--- src/rtl/wb_sram_pkg.sv ---
// Shared definitions for the Wishbone-to-OpenRAM program-store bridge:
// FSM state encoding, control register bit positions and window geometry.
package wb_sram_pkg;

    typedef enum logic [1:0] {
        IDLE     = 2'd0,
        RAM_ACC  = 2'd1,
        RAM_WAIT = 2'd2,
        ACK      = 2'd3
    } state_t;

    // Control register bit positions
    localparam int RUN_BIT  = 0;
    localparam int VIOL_BIT = 1;

    // SRAM word address width (512 words of 32 bits)
    localparam int RAM_AW = 9;

    // The bridge decodes a 4 kB window; the lower 2 kB map onto the SRAM
    localparam int WIN_AW = 12;
    localparam logic [WIN_AW-1:0] RAM_BYTES = 12'h800;

    // True when the address falls inside the 4 kB window at base
    function automatic logic in_window(input logic [31:0] adr, input logic [31:0] base);
        return adr[31:WIN_AW] == base[31:WIN_AW];
    endfunction

endpackage

--- src/rtl/wb_sram_bridge.sv ---
// Wishbone classic slave that sequences port 0 of the 32x512 OpenRAM
// program store and exposes a control register whose run bit releases the
// TMS1x00 core from reset.
// Optional build macro: WB_SRAM_WRPROT_EN -- blocks RAM writes while run=1
// and records them in a sticky viol bit (CTRL bit1).
module wb_sram_bridge
    import wb_sram_pkg::*;
#(
    parameter logic [31:0] BASE_ADDR   = 32'h3000_0000,
    parameter logic [11:0] CTRL_OFFSET = 12'h800
) (
    input  logic        wb_clk_i,
    input  logic        wb_rst_i,
    input  logic        wbs_cyc_i,
    input  logic        wbs_stb_i,
    input  logic        wbs_we_i,
    input  logic [3:0]  wbs_sel_i,
    input  logic [31:0] wbs_adr_i,
    input  logic [31:0] wbs_dat_i,
    output logic        wbs_ack_o,
    output logic [31:0] wbs_dat_o,
    output logic        ram_csb,
    output logic        ram_web,
    output logic [3:0]  ram_wmask,
    output logic [RAM_AW-1:0] ram_addr,
    output logic [31:0] ram_din,
    input  logic [31:0] ram_dout,
    output logic        core_rst_o
);

    state_t            state;
    logic              is_wr;
    logic              run;
    logic              viol;
    logic              core_rst;

    logic [WIN_AW-1:0] offset;
    logic              req;
    logic              is_ram;
    logic              is_ctrl;
    logic              ctrl_wr;
    logic              blocked;
    logic [31:0]       ctrl_rdata;
    logic              unused_adr_bits;

    assign offset  = wbs_adr_i[WIN_AW-1:0];
    assign req     = (state == IDLE) & wbs_cyc_i & wbs_stb_i & in_window(wbs_adr_i, BASE_ADDR);
    assign is_ram  = offset < RAM_BYTES;
    assign is_ctrl = offset == CTRL_OFFSET;
    assign ctrl_wr = req & is_ctrl & wbs_we_i;

    // Byte-lane bits of the address are irrelevant for word accesses
    assign unused_adr_bits = ^wbs_adr_i[1:0];

`ifdef WB_SRAM_WRPROT_EN
    logic set_viol;
    logic clr_viol;

    // RAM writes are refused while the core is running
    assign blocked  = run & wbs_we_i;
    assign set_viol = req & is_ram & blocked;
    assign clr_viol = ctrl_wr & wbs_dat_i[VIOL_BIT];

    // Sticky violation flag; a clear request beats a same-cycle set
    always_ff @(posedge wb_clk_i or posedge wb_rst_i) begin
        if (wb_rst_i) begin
            viol <= 1'b0;
        end else begin
            viol <= (viol | set_viol) & ~clr_viol;
        end
    end
`else
    assign blocked = 1'b0;
    assign viol    = 1'b0;
`endif

    // Read view of the control register; unused bits read as zero
    always_comb begin
        ctrl_rdata           = '0;
        ctrl_rdata[RUN_BIT]  = run;
        ctrl_rdata[VIOL_BIT] = viol;
    end

    // Run bit, written through the control register
    always_ff @(posedge wb_clk_i or posedge wb_rst_i) begin
        if (wb_rst_i) begin
            run <= 1'b0;
        end else if (ctrl_wr) begin
            run <= wbs_dat_i[RUN_BIT];
        end
    end

    // Core reset follows run one cycle later so it comes straight from a flop
    always_ff @(posedge wb_clk_i or posedge wb_rst_i) begin
        if (wb_rst_i) begin
            core_rst <= 1'b1;
        end else begin
            core_rst <= ~run;
        end
    end

    assign core_rst_o = core_rst;

    // Access sequencer: all bus and RAM outputs are registered here
    always_ff @(posedge wb_clk_i or posedge wb_rst_i) begin
        if (wb_rst_i) begin
            state     <= IDLE;
            is_wr     <= 1'b0;
            wbs_ack_o <= 1'b0;
            wbs_dat_o <= '0;
            ram_csb   <= 1'b1;
            ram_web   <= 1'b1;
            ram_wmask <= '0;
            ram_addr  <= '0;
            ram_din   <= '0;
        end else begin
            wbs_ack_o <= 1'b0;
            case (state)
                IDLE: begin
                    if (req) begin
                        if (is_ram) begin
                            ram_csb   <= blocked;
                            ram_web   <= ~wbs_we_i;
                            ram_wmask <= wbs_we_i ? wbs_sel_i : 4'b0000;
                            ram_addr  <= wbs_adr_i[RAM_AW+1:2];
                            ram_din   <= wbs_dat_i;
                            is_wr     <= wbs_we_i;
                            state     <= RAM_ACC;
                        end else begin
                            // Register or unmapped access completes at once
                            if (!wbs_we_i) begin
                                wbs_dat_o <= is_ctrl ? ctrl_rdata : 32'h0;
                            end
                            wbs_ack_o <= 1'b1;
                            state     <= ACK;
                        end
                    end
                end
                RAM_ACC: begin
                    ram_csb <= 1'b1;
                    ram_web <= 1'b1;
                    if (!wbs_cyc_i) begin
                        state <= IDLE;
                    end else if (is_wr) begin
                        wbs_ack_o <= 1'b1;
                        state     <= ACK;
                    end else begin
                        state <= RAM_WAIT;
                    end
                end
                RAM_WAIT: begin
                    if (!wbs_cyc_i) begin
                        state <= IDLE;
                    end else begin
                        wbs_dat_o <= ram_dout;
                        wbs_ack_o <= 1'b1;
                        state     <= ACK;
                    end
                end
                default: begin
                    // ACK: the acknowledge pulse is on during this state
                    state <= IDLE;
                end
            endcase
        end
    end

endmodule

--- config.mk ---
export PLATFORM = sky130hd
export DESIGN_NAME = wb_sram_bridge
export DESIGN_NICKNAME = d
export VERILOG_FILES = /design/src/rtl/wb_sram_pkg.sv /design/src/rtl/wb_sram_bridge.sv
export SDC_FILE = /design/constraint.sdc
export NUM_CORES = 1
export LEC_CHECK = 0
export ABC_AREA = 1
export CAP_MARGIN = 20
export CORE_UTILIZATION = 44
export CTS_CLUSTER_SIZE = 24
export DETAILED_ROUTE_END_ITERATION = 10
export GPL_ROUTABILITY_DRIVEN = 1
export GPL_TIMING_DRIVEN = 0
export PLACE_DENSITY = 0.9
export SYNTH_ARGS = -nofsm -noshare
export SYNTH_HDL_FRONTEND = slang
export SYNTH_SLANG_ARGS = --single-unit
export TNS_END_PERCENT = 30
--- constraint.sdc ---
create_clock -name wb_clk_i -period 4.4 [get_ports wb_clk_i]
set_clock_uncertainty 0.15 [all_clocks]
set_input_delay 0.66 -clock wb_clk_i [delete_from_list [all_inputs] [get_ports wb_clk_i]]
set_output_delay 0.66 -clock wb_clk_i [all_outputs]
set_load 0.03 [all_outputs]
**After elaboration in Yosys (flattened, before gate mapping)**

Cells that the tools add are included.

- Flip-flop bits (word level): 85
- Input port bits: 105
- Output and inout port bits: 81
- Logic and storage cells: 59

- $lt $le $gt $ge: 1
- Equal/unequal tests: 9
- Multiplexer cells: 25
- Bitwise logic cells: 7
- Reductions and logical operators: 6

Operators by type and width:

| cell | count |
|---|---|
| $mux 32 | 4 |
| $pmux 32 s2 | 1 |
| $eq 20x18->1 const B | 1 |
| $eq 12x12->1 const B | 1 |
| $lt 12x12->1 const B | 1 |
| $mux 1 | 11 |
| $ne 2x2->1 const B | 5 |
| $mux 2 | 4 |
| $pmux 2 s3 | 1 |
| $reduce_and 3->1 | 2 |
| $and 1x1->1 | 5 |
| $reduce_and 5->1 | 1 |
| $mux 4 | 1 |
| $pmux 1 s2 | 2 |
| $reduce_bool 2->1 | 2 |
| $pmux 1 s3 | 1 |
| $eq 2x1->1 const B | 1 |
| $eq 2x2->1 const B | 1 |
| $logic_not 2->1 | 1 |
| $not 1->1 | 2 |

**Depth between registers and ports, before layout**

- Depth in word-level cells: 6
- Gate-level depth with buffers: 10
- Mapped depth without buffers: 10

**Worst setup path after synthesis**

No wires, ideal clock.

- Path type: input -> register
- Start point: input wbs_adr_i[27]
- End point: register ram_addr[6]
- Arrival: 1.517 ns
- Required time: 4.129 ns
- Path slack: 2.612 ns
- Stages: 9
- Buffers on the path: 1
- Cell sequence: nor2_1 nand2_1 nor2_1 nand2_1 nor2_4 nand2_2 buf_2 nand2_1 o21ai_1

- Word-level cells in the longest chain between the ends: 3

RTL lines:

| element | line | source |
|---|---|---|
| from (decl) | wb_sram_bridge.sv:18 | `input logic [31:0] wbs_adr_i,` |
| $eq 20x18->1 | wb_sram_pkg.sv:25 | `return adr[31:WIN_AW] == base[31:WIN_AW];` |
| $and 1x1->1 | wb_sram_bridge.sv:47 | `assign req = (state == IDLE) & wbs_cyc_i & wbs_stb_i & in_window(wbs_adr_i, BASE_ADDR);` |
| $reduce_and 3->1 (no source line) | - |  |
| to (signal assigned) | wb_sram_bridge.sv:125 | `ram_addr <= wbs_adr_i[RAM_AW+1:2];` |
| to (decl) | wb_sram_bridge.sv:25 | `output logic [RAM_AW-1:0] ram_addr,` |

Every way passes these cells.
A chain may end at the register's enable or synchronous reset.

**Final worst setup path**

- Start point: register ram_web
- End point: output ram_web

RTL lines:

| element | line | source |
|---|---|---|
| from (decl) | wb_sram_bridge.sv:23 | `output logic ram_web,` |
| from (signal assigned) | wb_sram_bridge.sv:123 | `ram_web <= ~wbs_we_i;` |

No word-level cell between the ends.

==> results.sh <==
export IMPL_status="finished, final reports clean"
export IMPL_synth_seq_cells=85
export IMPL_rsz0062_at_grt="no"
export IMPL_clockBufferDepth=2
export IMPL_reg2reg_from="state[0]$_DFFE_PP0P_"
export IMPL_rrSetupSlack_ps=2530
export IMPL_path_class="register to output pin"
export IMPL_hold_viol_final=0
export IMPL_drive_above_1_share_pct=7.68
export IMPL_place_area_mm2=0.00585
export IMPL_clkTransAtPathRegs_ps=90
export IMPL_grt_pass1_wl_um=17300
export IMPL_final_nets=790
export IMPL_port_buffers=185
export IMPL_cp_cell_sequence="clkdlybuf4s50_1"
export IMPL_synthCells=488
export IMPL_routabilityCongestion=0.829
export IMPL_instances_no_fill=795
export IMPL_max_cap_viol_count=0
export IMPL_hpwlAfterDp_um=8510
export IMPL_die_h_um=95.4
export IMPL_post_route_drc_count=0
export IMPL_ant_nets=0
export IMPL_power_switching_uw=1050
export IMPL_synth_nets=593
export IMPL_die_area_mm2=0.00910
export IMPL_fmax_ghz=0.419
export IMPL_area_growth_syn_to_layout_pct=57.5
export IMPL_antennaDiodeCount=0
export IMPL_power_frac_clock_pct=20.4
export IMPL_cts_tree="built"
export IMPL_min_path_cells=1
export IMPL_antenna_found_initial=0
export IMPL_slew_violations=0
export IMPL_setup_viol=0
export IMPL_first_global_vias=3747
export IMPL_drt_iter0_markers=106
export IMPL_post_synth_num_cell_types=18
export IMPL_grt_max_degree=54
export IMPL_cp_end_kind="output pin"
export IMPL_cts_buffers=9
export IMPL_tightestPinTransition_ps=436
export IMPL_ir_worst_vdd_uv=212
export IMPL_cts_hold_buf=0
export IMPL_htreeDepth=3
export IMPL_start_util_pct=46.0
export IMPL_die_w_um=95.4
export IMPL_finalCriticalPeriod_ps=2390
export IMPL_utilization_pct=72.4
export IMPL_placementRows=33
export IMPL_hold_class="register to register"
export IMPL_setup_tns_ps=0
export IMPL_synth_seq_area_share_pct=55.5
export IMPL_ios=186
export IMPL_power_frac_comb_pct=42.1
export IMPL_track_usage_pct=25.0
export IMPL_cpLargestDelayFamily="buffers and inverters"
export IMPL_cts_sinks=85
export IMPL_synth_area_mm2=0.00384
export IMPL_wire_per_inst_um=13.9
export IMPL_clk_latency_ps=340
export IMPL_max_slew_margin_pct=70.9
export IMPL_syn_area_per_cell_um2=7.86
export IMPL_worstPathArrival_ps=1580
export IMPL_fin_area_mm2=0.00604
export IMPL_hold_start="run$_DFFE_PP0P_"
export IMPL_fillers=654
export IMPL_reg2reg_to="wbs_dat_o[2]$_DFFE_PP0P_"
export IMPL_yosys_warnings=0
export IMPL_crit_path_max_incr_delay_ps=700
export IMPL_power_frac_seq_pct=37.5
export IMPL_cp_slowest_cell="clkdlybuf4s50_1"
export IMPL_p_int_uw=1550
export IMPL_critPathLaunchType="register"
export IMPL_grt_ovfl_total=0
export IMPL_first_pass_iters=4
export IMPL_timing_critical_path_buf_inv=1
export IMPL_post_cts_buffers=0
export IMPL_reg2regPathDepth=9
export IMPL_cts_resized=0
export IMPL_fin_crit_sh_pct=54.3
export IMPL_via_count=3932
export IMPL_cp_max_fo=2
export IMPL_design_core_area_mm2=0.00834
export IMPL_cp_required_ps=3590
export IMPL_via_per_inst=4.95
export IMPL_root_buffer="clkbuf_8"
export IMPL_drt_total_wl_um=11000
export IMPL_whs_endpoint="core_rst_o$_DFF_PP1_"
export IMPL_sw_frac_of_total_pct=40.4
export IMPL_power_density_mw_per_mm2=431
export IMPL_p_leak_uw=0.00312
export IMPL_whs_ps=252
export IMPL_dp_cells=779
[cells in the mapped netlist]
master	n	area share [%]
dfrtp_1	82	53
nor2_1	54	5.3
nor2_4	2	0.59
nand2_2	4	0.65
nand2_1	182	18
o21ai_0	1	0.13
inv_1	47	4.6
o21ai_1	5	0.65
nand4_1	4	0.65
dfstp_2	3	2.1
nand3_1	73	9.5
a21oi_1	2	0.26
inv_2	2	0.20
buf_6	3	0.88
nor2_2	1	0.16
a22oi_2	1	0.33
clkbuf_1	3	0.29
buf_2	19	2.5
[logic make-up (layout without fill, tap and decap cells)]
family / after synthesis / in the layout / synth area share [%]
AND/OR/NAND/NOR: 320 / 320 / 34.7
buffers and inverters: 74 / 276 / 8.44
flip-flops: 85 / 85 / 55.5
AO/OA/AOI/OAI: 9 / 9 / 1.37
[layout make-up]
cell class | instances | area, um2 | area share (%)
flip-flops and latches | 85 | 2130 | 35.3
clock inverters | 6 | 53.8 | 0.890
clock buffers | 10 | 138 | 2.28
plain buffers | 25 | 140 | 2.32
multi-input cells | 329 | 1380 | 22.9
repair buffers | 186 | 1880 | 31.1
inverters | 49 | 186 | 3.09
well taps | 105 | 131 | 2.17
[sequential cells by signal, indices dropped and copies added, names as in the netlist]
signal / cells
core_rst_o: 1
ram_din: 32
wbs_ack_o: 1
ram_addr: 9
state: 2
wbs_dat_o: 32
ram_wmask: 4
run: 1
is_wr: 1
ram_web: 1
ram_csb: 1
[placed cells by master (no fill, tap or decap), drive strengths merged]
| cell | synthesis | final |
|---|---|---|
| inv | 49 | 52 |
| buf | 22 | 23 |
| clkbuf | 3 | 13 |
| nand4 | 4 | 4 |
| clkinv | 0 | 2 |
| nand2 | 186 | 186 |
| a21oi | 2 | 2 |
| clkdlybuf4s50 | 0 | 185 |
| dfrtp | 82 | 82 |
| clkinvlp | 0 | 1 |
| o21ai | 6 | 6 |
| nand3 | 73 | 73 |
| dfstp | 3 | 3 |
| nor2 | 57 | 57 |
| a22oi | 1 | 1 |
[power groups by stage]
| stage | Combinational (uW) | Sequential [uW] | Clock, uW |
|---|---|---|---|
| 2_1_floorplan | 423 | 1200 | 0 |
| 3_3_place_gp | 1060 | 984 | 0 |
| 3_5_place_dp | 1100 | 991 | 0 |
| 4_1_cts | 1100 | 976 | 540 |
| 5_1_grt | 1200 | 988 | 570 |
| 6_report | 1090 | 977 | 531 |
[routing by layer]
| metal | share of wire [%] | global-route usage [%] | vias to the layer above | routed length [um] |
|---|---|---|---|---|
| met5 | 0 | 0 | - | 0 |
| met4 | 3.2 | 11.7 | 0 | 352 |
| met3 | 5.4 | 4.15 | 31 | 596 |
| met2 | 52 | 43.8 | 135 | 5710 |
| met1 | 40 | 29.9 | 1876 | 4350 |
| li1 | - | - | 1890 | - |
[stage by stage]
stage / total power (uW) / setup slack (ps)
3_5_place_dp: 2090 / 1900
2_1_floorplan: 1620 / 1400
4_1_cts: 2620 / 1990
3_3_place_gp: 2050 / 125
5_1_grt: 2750 / 1970
6_report: 2600 / 2010
[worst max-delay path by stage]
stage,startpoint,to,slack [ps],cells past startpoint
6_report,ram_web$_DFFE_PP1P_,ram_web,2010,1
3_3_place_gp,wb_rst_i,wbs_dat_o[12]$_DFFE_PP0P_,130,2
2_1_floorplan,wb_rst_i,is_wr$_DFFE_PP0P_,1400,1
5_1_grt,ram_csb$_DFFE_PP1P_,ram_csb,1970,1
3_5_place_dp,wbs_cyc_i,ram_din[11]$_DFFE_PP0P_,1900,11
4_1_cts,ram_csb$_DFFE_PP1P_,ram_csb,1990,1
No activity file was read; power rests on OpenSTA's default activity.
